<file path="src/rtl/mux_tdm_nch_if.sv">
// Channel-mux bus: parallel channel data and control in, registered sample plus
// valid/ready handshake out.
//   slave  : the mux side (consumes x_in/sel/mode/en_mask/dwell/out_ready,
//            drives y/y_valid/y_ch)
//   master : the environment side (sources and consumer)
interface mux_tdm_nch_if #(
  parameter int unsigned NCH     = 8,
  parameter int unsigned W       = 1,
  parameter int unsigned DWELL_W = 8
);
  localparam int unsigned SELW = $clog2(NCH);

  logic [NCH*W-1:0]   x_in;      // channel i = x_in[i*W +: W]
  logic [SELW-1:0]    sel;       // direct-mode select
  logic               mode;      // 0 = direct, 1 = scan
  logic [NCH-1:0]     en_mask;   // scan-mode channel enables
  logic [DWELL_W-1:0] dwell;     // samples per channel minus 1
  logic               out_ready; // consumer ready
  logic [W-1:0]       y;         // registered sample
  logic               y_valid;   // y holds a sample
  logic [SELW-1:0]    y_ch;      // channel index of y

  modport slave (
    input  x_in, sel, mode, en_mask, dwell, out_ready,
    output y, y_valid, y_ch
  );

  modport master (
    output x_in, sel, mode, en_mask, dwell, out_ready,
    input  y, y_valid, y_ch
  );
endinterface

</file>
<file path="src/rtl/mux_tdm_nch.sv">
// NCH-channel, W-bit multiplexer with a registered output stage and a
// valid/ready output handshake.
//   direct mode : y follows x_in[sel] with one cycle of latency.
//   scan mode   : round-robin over the channels enabled in en_mask, each enabled
//                 channel emitting dwell+1 consecutive samples.
// Ports:
//   clk  : system clock, rising edge
//   rst  : synchronous reset, active-high
//   bus  : mux_tdm_nch_if.slave (x_in, sel, mode, en_mask, dwell, out_ready in;
//          y, y_valid, y_ch out)
module mux_tdm_nch #(
  parameter int unsigned NCH     = 8,
  parameter int unsigned W       = 1,
  parameter int unsigned DWELL_W = 8
) (
  input logic           clk,
  input logic           rst,
  mux_tdm_nch_if.slave  bus
);
  localparam int unsigned SELW = $clog2(NCH);

  // Output and scan state
  logic [W-1:0]       y_q,       y_d;
  logic               y_valid_q, y_valid_d;
  logic [SELW-1:0]    y_ch_q,    y_ch_d;
  logic [SELW-1:0]    cur_q,     cur_d;
  logic [DWELL_W-1:0] cnt_q,     cnt_d;
  logic               mode_q,    mode_d;

  logic               load;
  logic               mode_change;
  logic [SELW-1:0]    cur_base;
  logic [DWELL_W-1:0] cnt_base;
  logic               found;
  logic [SELW-1:0]    ch_eff;
  logic [SELW-1:0]    ch_next;
  logic               sel_ok;

  // Index-safe channel extraction; an out-of-range index yields zero.
  function automatic logic [W-1:0] pick(input logic [NCH*W-1:0] x,
                                        input logic [SELW-1:0]  idx);
    logic [W-1:0] r;
    r = '0;
    for (int unsigned i = 0; i < NCH; i++) begin
      if (32'(idx) == i) r = x[i*W +: W];
    end
    return r;
  endfunction

  assign load        = !y_valid_q || bus.out_ready;
  assign mode_change = bus.mode != mode_q;
  assign sel_ok      = 32'(bus.sel) < NCH;

  // Entering scan restarts the search at channel 0 on the same cycle, so the
  // pointer and dwell count seen by the search are pre-cleared here.
  assign cur_base = mode_change ? '0 : cur_q;
  assign cnt_base = mode_change ? '0 : cnt_q;

  // Circular priority search: first enabled channel at or after cur_base.
  always_comb begin
    int unsigned j;
    found  = 1'b0;
    ch_eff = '0;
    j      = 0;
    for (int unsigned i = 0; i < NCH; i++) begin
      j = 32'(cur_base) + i;
      if (j >= NCH) j = j - NCH;
      if (!found && bus.en_mask[j]) begin
        found  = 1'b1;
        ch_eff = SELW'(j);
      end
    end
  end

  // Successor of ch_eff modulo NCH (NCH need not be a power of two).
  always_comb begin
    int unsigned n;
    n = 32'(ch_eff) + 1;
    if (n >= NCH) n = 0;
    ch_next = SELW'(n);
  end

  always_comb begin
    y_d       = y_q;
    y_valid_d = y_valid_q;
    y_ch_d    = y_ch_q;
    cur_d     = cur_q;
    cnt_d     = cnt_q;
    mode_d    = bus.mode;

    if (!bus.mode) begin
      // Scan state is parked at zero while in direct mode.
      cur_d = '0;
      cnt_d = '0;
      if (load) begin
        if (sel_ok) begin
          y_d       = pick(bus.x_in, bus.sel);
          y_ch_d    = bus.sel;
          y_valid_d = 1'b1;
        end else begin
          y_d       = '0;
          y_valid_d = 1'b0;
        end
      end
    end else begin
      if (mode_change) begin
        cur_d = '0;
        cnt_d = '0;
      end
      if (load) begin
        if (!found) begin
          // Nothing enabled: go idle, keep scan position.
          y_valid_d = 1'b0;
        end else begin
          y_d       = pick(bus.x_in, ch_eff);
          y_ch_d    = ch_eff;
          y_valid_d = 1'b1;
          // dwell is compared live; a shrink below cnt runs until cnt wraps.
          if (cnt_base == bus.dwell) begin
            cnt_d = '0;
            cur_d = ch_next;
          end else begin
            cnt_d = cnt_base + 1'b1;
            cur_d = ch_eff;
          end
        end
      end
    end
  end

  always_ff @(posedge clk) begin
    if (rst) begin
      y_q       <= '0;
      y_valid_q <= 1'b0;
      y_ch_q    <= '0;
      cur_q     <= '0;
      cnt_q     <= '0;
      mode_q    <= 1'b0;
    end else begin
      y_q       <= y_d;
      y_valid_q <= y_valid_d;
      y_ch_q    <= y_ch_d;
      cur_q     <= cur_d;
      cnt_q     <= cnt_d;
      mode_q    <= mode_d;
    end
  end

  assign bus.y       = y_q;
  assign bus.y_valid = y_valid_q;
  assign bus.y_ch    = y_ch_q;
endmodule

</file>
<file path="src/flat_wrapper.sv">
// flat-port wrapper written by rule: the top's interface ports become plain ports
module mux_tdm_nch_flat 
#(
  parameter int unsigned NCH     = 8,
  parameter int unsigned W       = 1,
  parameter int unsigned DWELL_W = 8
)
  (clk, rst, bus_x_in, bus_sel, bus_mode, bus_en_mask, bus_dwell, bus_out_ready, bus_y, bus_y_valid, bus_y_ch);
  mux_tdm_nch_if #(.NCH(NCH), .W(W), .DWELL_W(DWELL_W)) bus_i ();
  input logic clk;
  input logic rst;
  input wire logic [$bits(bus_i.x_in)-1:0] bus_x_in;
  input wire logic [$bits(bus_i.sel)-1:0] bus_sel;
  input wire logic [$bits(bus_i.mode)-1:0] bus_mode;
  input wire logic [$bits(bus_i.en_mask)-1:0] bus_en_mask;
  input wire logic [$bits(bus_i.dwell)-1:0] bus_dwell;
  input wire logic [$bits(bus_i.out_ready)-1:0] bus_out_ready;
  output wire logic [$bits(bus_i.y)-1:0] bus_y;
  output wire logic [$bits(bus_i.y_valid)-1:0] bus_y_valid;
  output wire logic [$bits(bus_i.y_ch)-1:0] bus_y_ch;
  assign bus_i.x_in = bus_x_in;
  assign bus_i.sel = bus_sel;
  assign bus_i.mode = bus_mode;
  assign bus_i.en_mask = bus_en_mask;
  assign bus_i.dwell = bus_dwell;
  assign bus_i.out_ready = bus_out_ready;
  assign bus_y = bus_i.y;
  assign bus_y_valid = bus_i.y_valid;
  assign bus_y_ch = bus_i.y_ch;
  mux_tdm_nch #(.NCH(NCH), .W(W), .DWELL_W(DWELL_W)) u_core (.clk(clk), .rst(rst), .bus(bus_i));
endmodule
</file>
<file path="config.mk">
export PLATFORM = sky130hd
export DESIGN_NAME = mux_tdm_nch_flat
export DESIGN_NICKNAME = d
export VERILOG_FILES = /design/src/rtl/mux_tdm_nch_if.sv /design/src/rtl/mux_tdm_nch.sv /design/src/flat_wrapper.sv
export SDC_FILE = /design/constraint.sdc
export NUM_CORES = 1
export LEC_CHECK = 0
export CAP_MARGIN = 25
export CORE_MARGIN = 1
export CORE_UTILIZATION = 48
export CTS_CLUSTER_DIAMETER = 60
export DETAILED_ROUTE_END_ITERATION = 16
export PLACE_DENSITY = 0.75
export SYNTH_ARGS = -nofsm -noshare
export SYNTH_HDL_FRONTEND = slang
export SYNTH_SLANG_ARGS = --single-unit
</file>
<file path="constraint.sdc">
create_clock -name clk -period 5.6 [get_ports clk]
set_input_delay 1.4 -clock clk [delete_from_list [all_inputs] [get_ports clk]]
set_output_delay 1.4 -clock clk [all_outputs]
set_load 0.1 [all_outputs]
</file>
==> impl_metrics.csv <==
group,metric,value,unit
critical_path,number_of_cell_instances_on_the_worst_register_to_register_path,23,
logic_synthesis,postSynth.asyncResetShare,0,%
grt,grt_overflow,0,
critical_path,timing.critical_path.from_type,"input port",
critical_path,crit_fanout,5,
route,drt_iter0_markers,303,
logic_synthesis,syn-instance-count,340,
critical_path,crit_path_cell_trace,"dlymetal6s2s_1 -> xor2_2 -> nor2_1 -> inv_2 -> ha_1 -> inv_1 -> nand3_1 -> a221oi_2 -> a211oi_2 -> a2111o_1 -> o41ai_1 -> o2bb2ai_1 -> buf_4 -> ha_1 -> nand2_1 -> nor2_1 -> a21oi_1 -> nor2_1 -> a21oi_1 -> o21ai_0 -> nand2_1 -> mux2i_1 -> a311o_1",
route,drt_drc_violations_left,0,
grt,grt_max_degree,36,
sta,skew,0.00361,ns
logic_synthesis,post_synth_instance_area,2440,µm²
sta,grt_setup_unrepaired,"false",
critical_path,cp-end-kind,"register",
critical_path,timing.critical_path.arrival,5.31,ns
critical_path,worstSetupPathDepth,23,
logic_synthesis,synth_common_cells,"sky130_fd_sc_hd__nor2_1 (42), sky130_fd_sc_hd__nand2_1 (24), sky130_fd_sc_hd__a21oi_1 (20)",
sta,finalHoldViolCount,0,
clock_tree,tritoncts_clock_tree,"yes",
sta,timing.final.crit_share,92.1,%
grt,first_pass_grt_wire_length,11500,µm
floorplanning,placementRows,25,
sta,relSlewSlack,33.9,%
critical_path,worstSetupEndpoint,"u_core.bus.y",
critical_path,critical_path.most_common_cell,"sky130_fd_sc_hd__nor2_1",
critical_path,worstPathRequired,5.75,ns
min_path,holdCritStartpoint,"u_core.bus.y_ch[0]",
min_path,min-delay-path-class,"reg2reg",
clock_tree,clock_sink_count,17,
sta,holdWs,0.503,ns
clock_tree,cts_resized,0,
clock_tree,post_cts_hold_buffer_count,0,
clock_tree,cts_bufs_inserted,3,
final_layout,areaGrowthSynthToFinish,25.8,%
critical_path,crit-reg2reg-launch,"u_core.cur_q[0]",
power,ir_worst_vdd,112,µV
critical_path,regToRegSetupSlack,1.21,ns
floorplanning,initial_core_utilization,50.8,%
clock_tree,cts_max_path_buffers,2,
logic_synthesis,number_of_flops_mapped_to_enable_cells_by_yosys,0,
route,drt-total-wl,7140,µm
place,pre_cts_ws,-0.230,ns
floorplanning,dieWidth,73.4,µm
route,route.antenna.remaining_nets,0,
logic_synthesis,post_synthesis_sequential_area_ratio,13.9,%
floorplanning,design.portCount,36,
final_layout,antenna-diode-count,0,
final_layout,drive_above_1_share,12.4,%
sta,maxSlewViolCount,0,
route,route.vias.total,2834,
floorplanning,die_height,73.4,µm
clock_tree,post-cts-setup-buffers,0,
clock_tree,clk_latency,0.26,ns
floorplanning,floorplan.core_area,4820,µm²
clock_tree,root_buffer,"sky130_fd_sc_hd__clkbuf_8",
status,status,"finished clean",
grt,grt_antenna_before_repair,0,
grt,grt_pass1_vias,2522,
critical_path,slowest_stage,"sky130_fd_sc_hd__a2111o_1",
critical_path,timing.rr.end,"u_core.bus.y",
route,firstDrtPassIters,6,
sta,worst_slew_pin_slew,0.988,ns
power,cellLeakagePower,0.00113,µW
place,finalWeightedCongestion,0.945,
logic_synthesis,number_of_warnings_issued_by_yosys,0,
logic_synthesis,synth_ff_type,"sky130_fd_sc_hd__dfxtp_1",
logic_synthesis,synthesis.area_per_instance,7.19,µm²
logic_synthesis,synth-seq-cells,17,
sta,period_minus_slack,5.16,ns
logic_synthesis,synth.most_common_cell,"sky130_fd_sc_hd__nor2_1",
clock_tree,cts.clk_slew.worst_paths,0.07,ns
logic_synthesis,main_area_contributors_after_synthesis,"sky130_fd_sc_hd__dfxtp_1 (14%), sky130_fd_sc_hd__nor2_1 (6.4%), sky130_fd_sc_hd__mux2i_1 (5.3%), sky130_fd_sc_hd__mux4_2 (4.6%), sky130_fd_sc_hd__a21oi_1 (4.1%)",
route,routedWlPerCell,15.8,µm
place,placement.io_buffers,35,
logic_synthesis,synth.largest_area_cell,"sky130_fd_sc_hd__dfxtp_1",
floorplanning,die_outline_area,5380,µm²
logic_synthesis,synth.top_cell.area_share,13.9,%
flow_run,maxCapViolCount,0,
power,power_density,165,nW/µm²
route,viasPerCell,6.26,
sta,finalSetupViolations,0,
final_layout,fin_nets,426,
critical_path,timing.critical_path.max_delay_family,"compound AO/OA/AOI/OAI gates",
logic_synthesis,syn_nets,379,
logic_synthesis,netlist-cell-type-count,70,
critical_path,max_stage_delay,0.48,ns
grt,grt.total_usage,27.3,%
critical_path,critPathKind,"in2reg",
critical_path,critical_path_buf_inv_count,4,
place,place_hpwl,5540,µm
sta,setup_ws,0.442,ns
critical_path,cp-startpoint,"bus_mode",
clock_tree,htree_num_levels,1,
sta,fmax,194,MHz
worst min-delay path: stages, from the launching register on:
cell                       delay, ns
sky130_fd_sc_hd__dfxtp_1        0.31
sky130_fd_sc_hd__nor2_1         0.10
sky130_fd_sc_hd__a211oi_1       0.05
power by group:
| part | switching [µW] | internal, µW |
|---|---|---|
| combinational | 165 | 115 |
| clock | 47.5 | 50.2 |
| sequential | 2.93 | 127 |
| total | 215 | 292 |
flip-flops by register name (all words and copies together), names as in the netlist:
signal / count
u_core.mode_q: 1
u_core.bus.y_ch: 3
u_core.bus.y: 1
u_core.cur_q: 3
u_core.bus.y_valid: 1
u_core.cnt_q: 8
worst min path at each step:
stage                     slack [ns]  cells past startpoint                 end
final                           0.50                      2  u_core.bus.y_ch[0]
after floorplan                 0.55                      2     u_core.cnt_q[5]
after detailed placement        0.47                      1  u_core.bus.y_ch[1]
after CTS                       0.49                      1  u_core.bus.y_ch[1]
after global placement          0.46                      1  u_core.bus.y_ch[1]
after global routing            0.51                      1  u_core.bus.y_ch[1]
metal layers:
metal / global-route usage, % / part of all wire (%)
met5: 0 / 0
met4: 12.4 / 3.4
met3: 3.29 / 5.7
met2: 44.4 / 46
met1: 36.1 / 45
cells by family (layout without fill, tap and decap cells):
| kind of cell | count (synthesis) | in the layout | synth area share (%) |
|---|---|---|---|
| buf+inv | 38 | 84 | 6.45 |
| simple gates | 132 | 132 | 26.5 |
| mux | 18 | 18 | 9.93 |
| flops | 17 | 17 | 13.9 |
| fa+ha+maj | 8 | 8 | 4.09 |
| compound gates | 111 | 111 | 33.1 |
| xor+xnor | 16 | 16 | 6.04 |
metrics by stage:
stage | instance area (µm²) | instances | utilization (%) | total power (µW) | TNS (ns)
after floorplan | 2440 | 340 | - | 312 | 0
after global placement | 2990 | 449 | 62.1 | 401 | -0.184
after detailed placement | 2990 | 449 | 62.1 | 402 | -0.230
after CTS | 3040 | 453 | 63.1 | 501 | 0
after global routing | 3080 | 453 | 63.9 | 538 | 0
final | 3080 | 453 | 63.9 | 508 | 0
cells in the final DEF (no fill, tap or decap), types with 3 or more instances in the layout:
cell / instances
sky130_fd_sc_hd__clkdlybuf4s50_1: 34
sky130_fd_sc_hd__o21ai_1: 3
sky130_fd_sc_hd__and2_1: 5
sky130_fd_sc_hd__nand3_1: 12
sky130_fd_sc_hd__inv_1: 19
sky130_fd_sc_hd__nor2_1: 42
sky130_fd_sc_hd__dfxtp_1: 17
sky130_fd_sc_hd__o211ai_1: 3
sky130_fd_sc_hd__a21o_1: 4
sky130_fd_sc_hd__mux4_2: 5
sky130_fd_sc_hd__xor2_1: 3
sky130_fd_sc_hd__and3_1: 5
sky130_fd_sc_hd__clkbuf_8: 3
sky130_fd_sc_hd__mux2i_1: 13
sky130_fd_sc_hd__o21ai_0: 12
sky130_fd_sc_hd__o311a_1: 4
sky130_fd_sc_hd__nand2_1: 24
sky130_fd_sc_hd__a21boi_0: 6
sky130_fd_sc_hd__a21oi_1: 19
sky130_fd_sc_hd__nor2b_1: 6
sky130_fd_sc_hd__ha_1: 8
sky130_fd_sc_hd__a31oi_1: 9
sky130_fd_sc_hd__nand4_1: 4
sky130_fd_sc_hd__a22oi_1: 3
sky130_fd_sc_hd__o22ai_1: 3
sky130_fd_sc_hd__xnor2_1: 11
sky130_fd_sc_hd__buf_4: 25
sky130_fd_sc_hd__nor3_1: 18
sky130_fd_sc_hd__o221ai_1: 3
sky130_fd_sc_hd__o2111ai_1: 3
sky130_fd_sc_hd__a211oi_1: 6
cell type report:
type | instances | area (µm²)
Clock buffer | 3 | 41.3
Tap cell | 67 | 83.8
Multi-Input combinational cell | 285 | 1990
Clock inverter | 1 | 7.51
Inverter | 20 | 75.1
Fill cell | 421 | 1740
Timing Repair Buffer | 60 | 541
Sequential cell | 17 | 340
(Power assumes the default switching activity.)
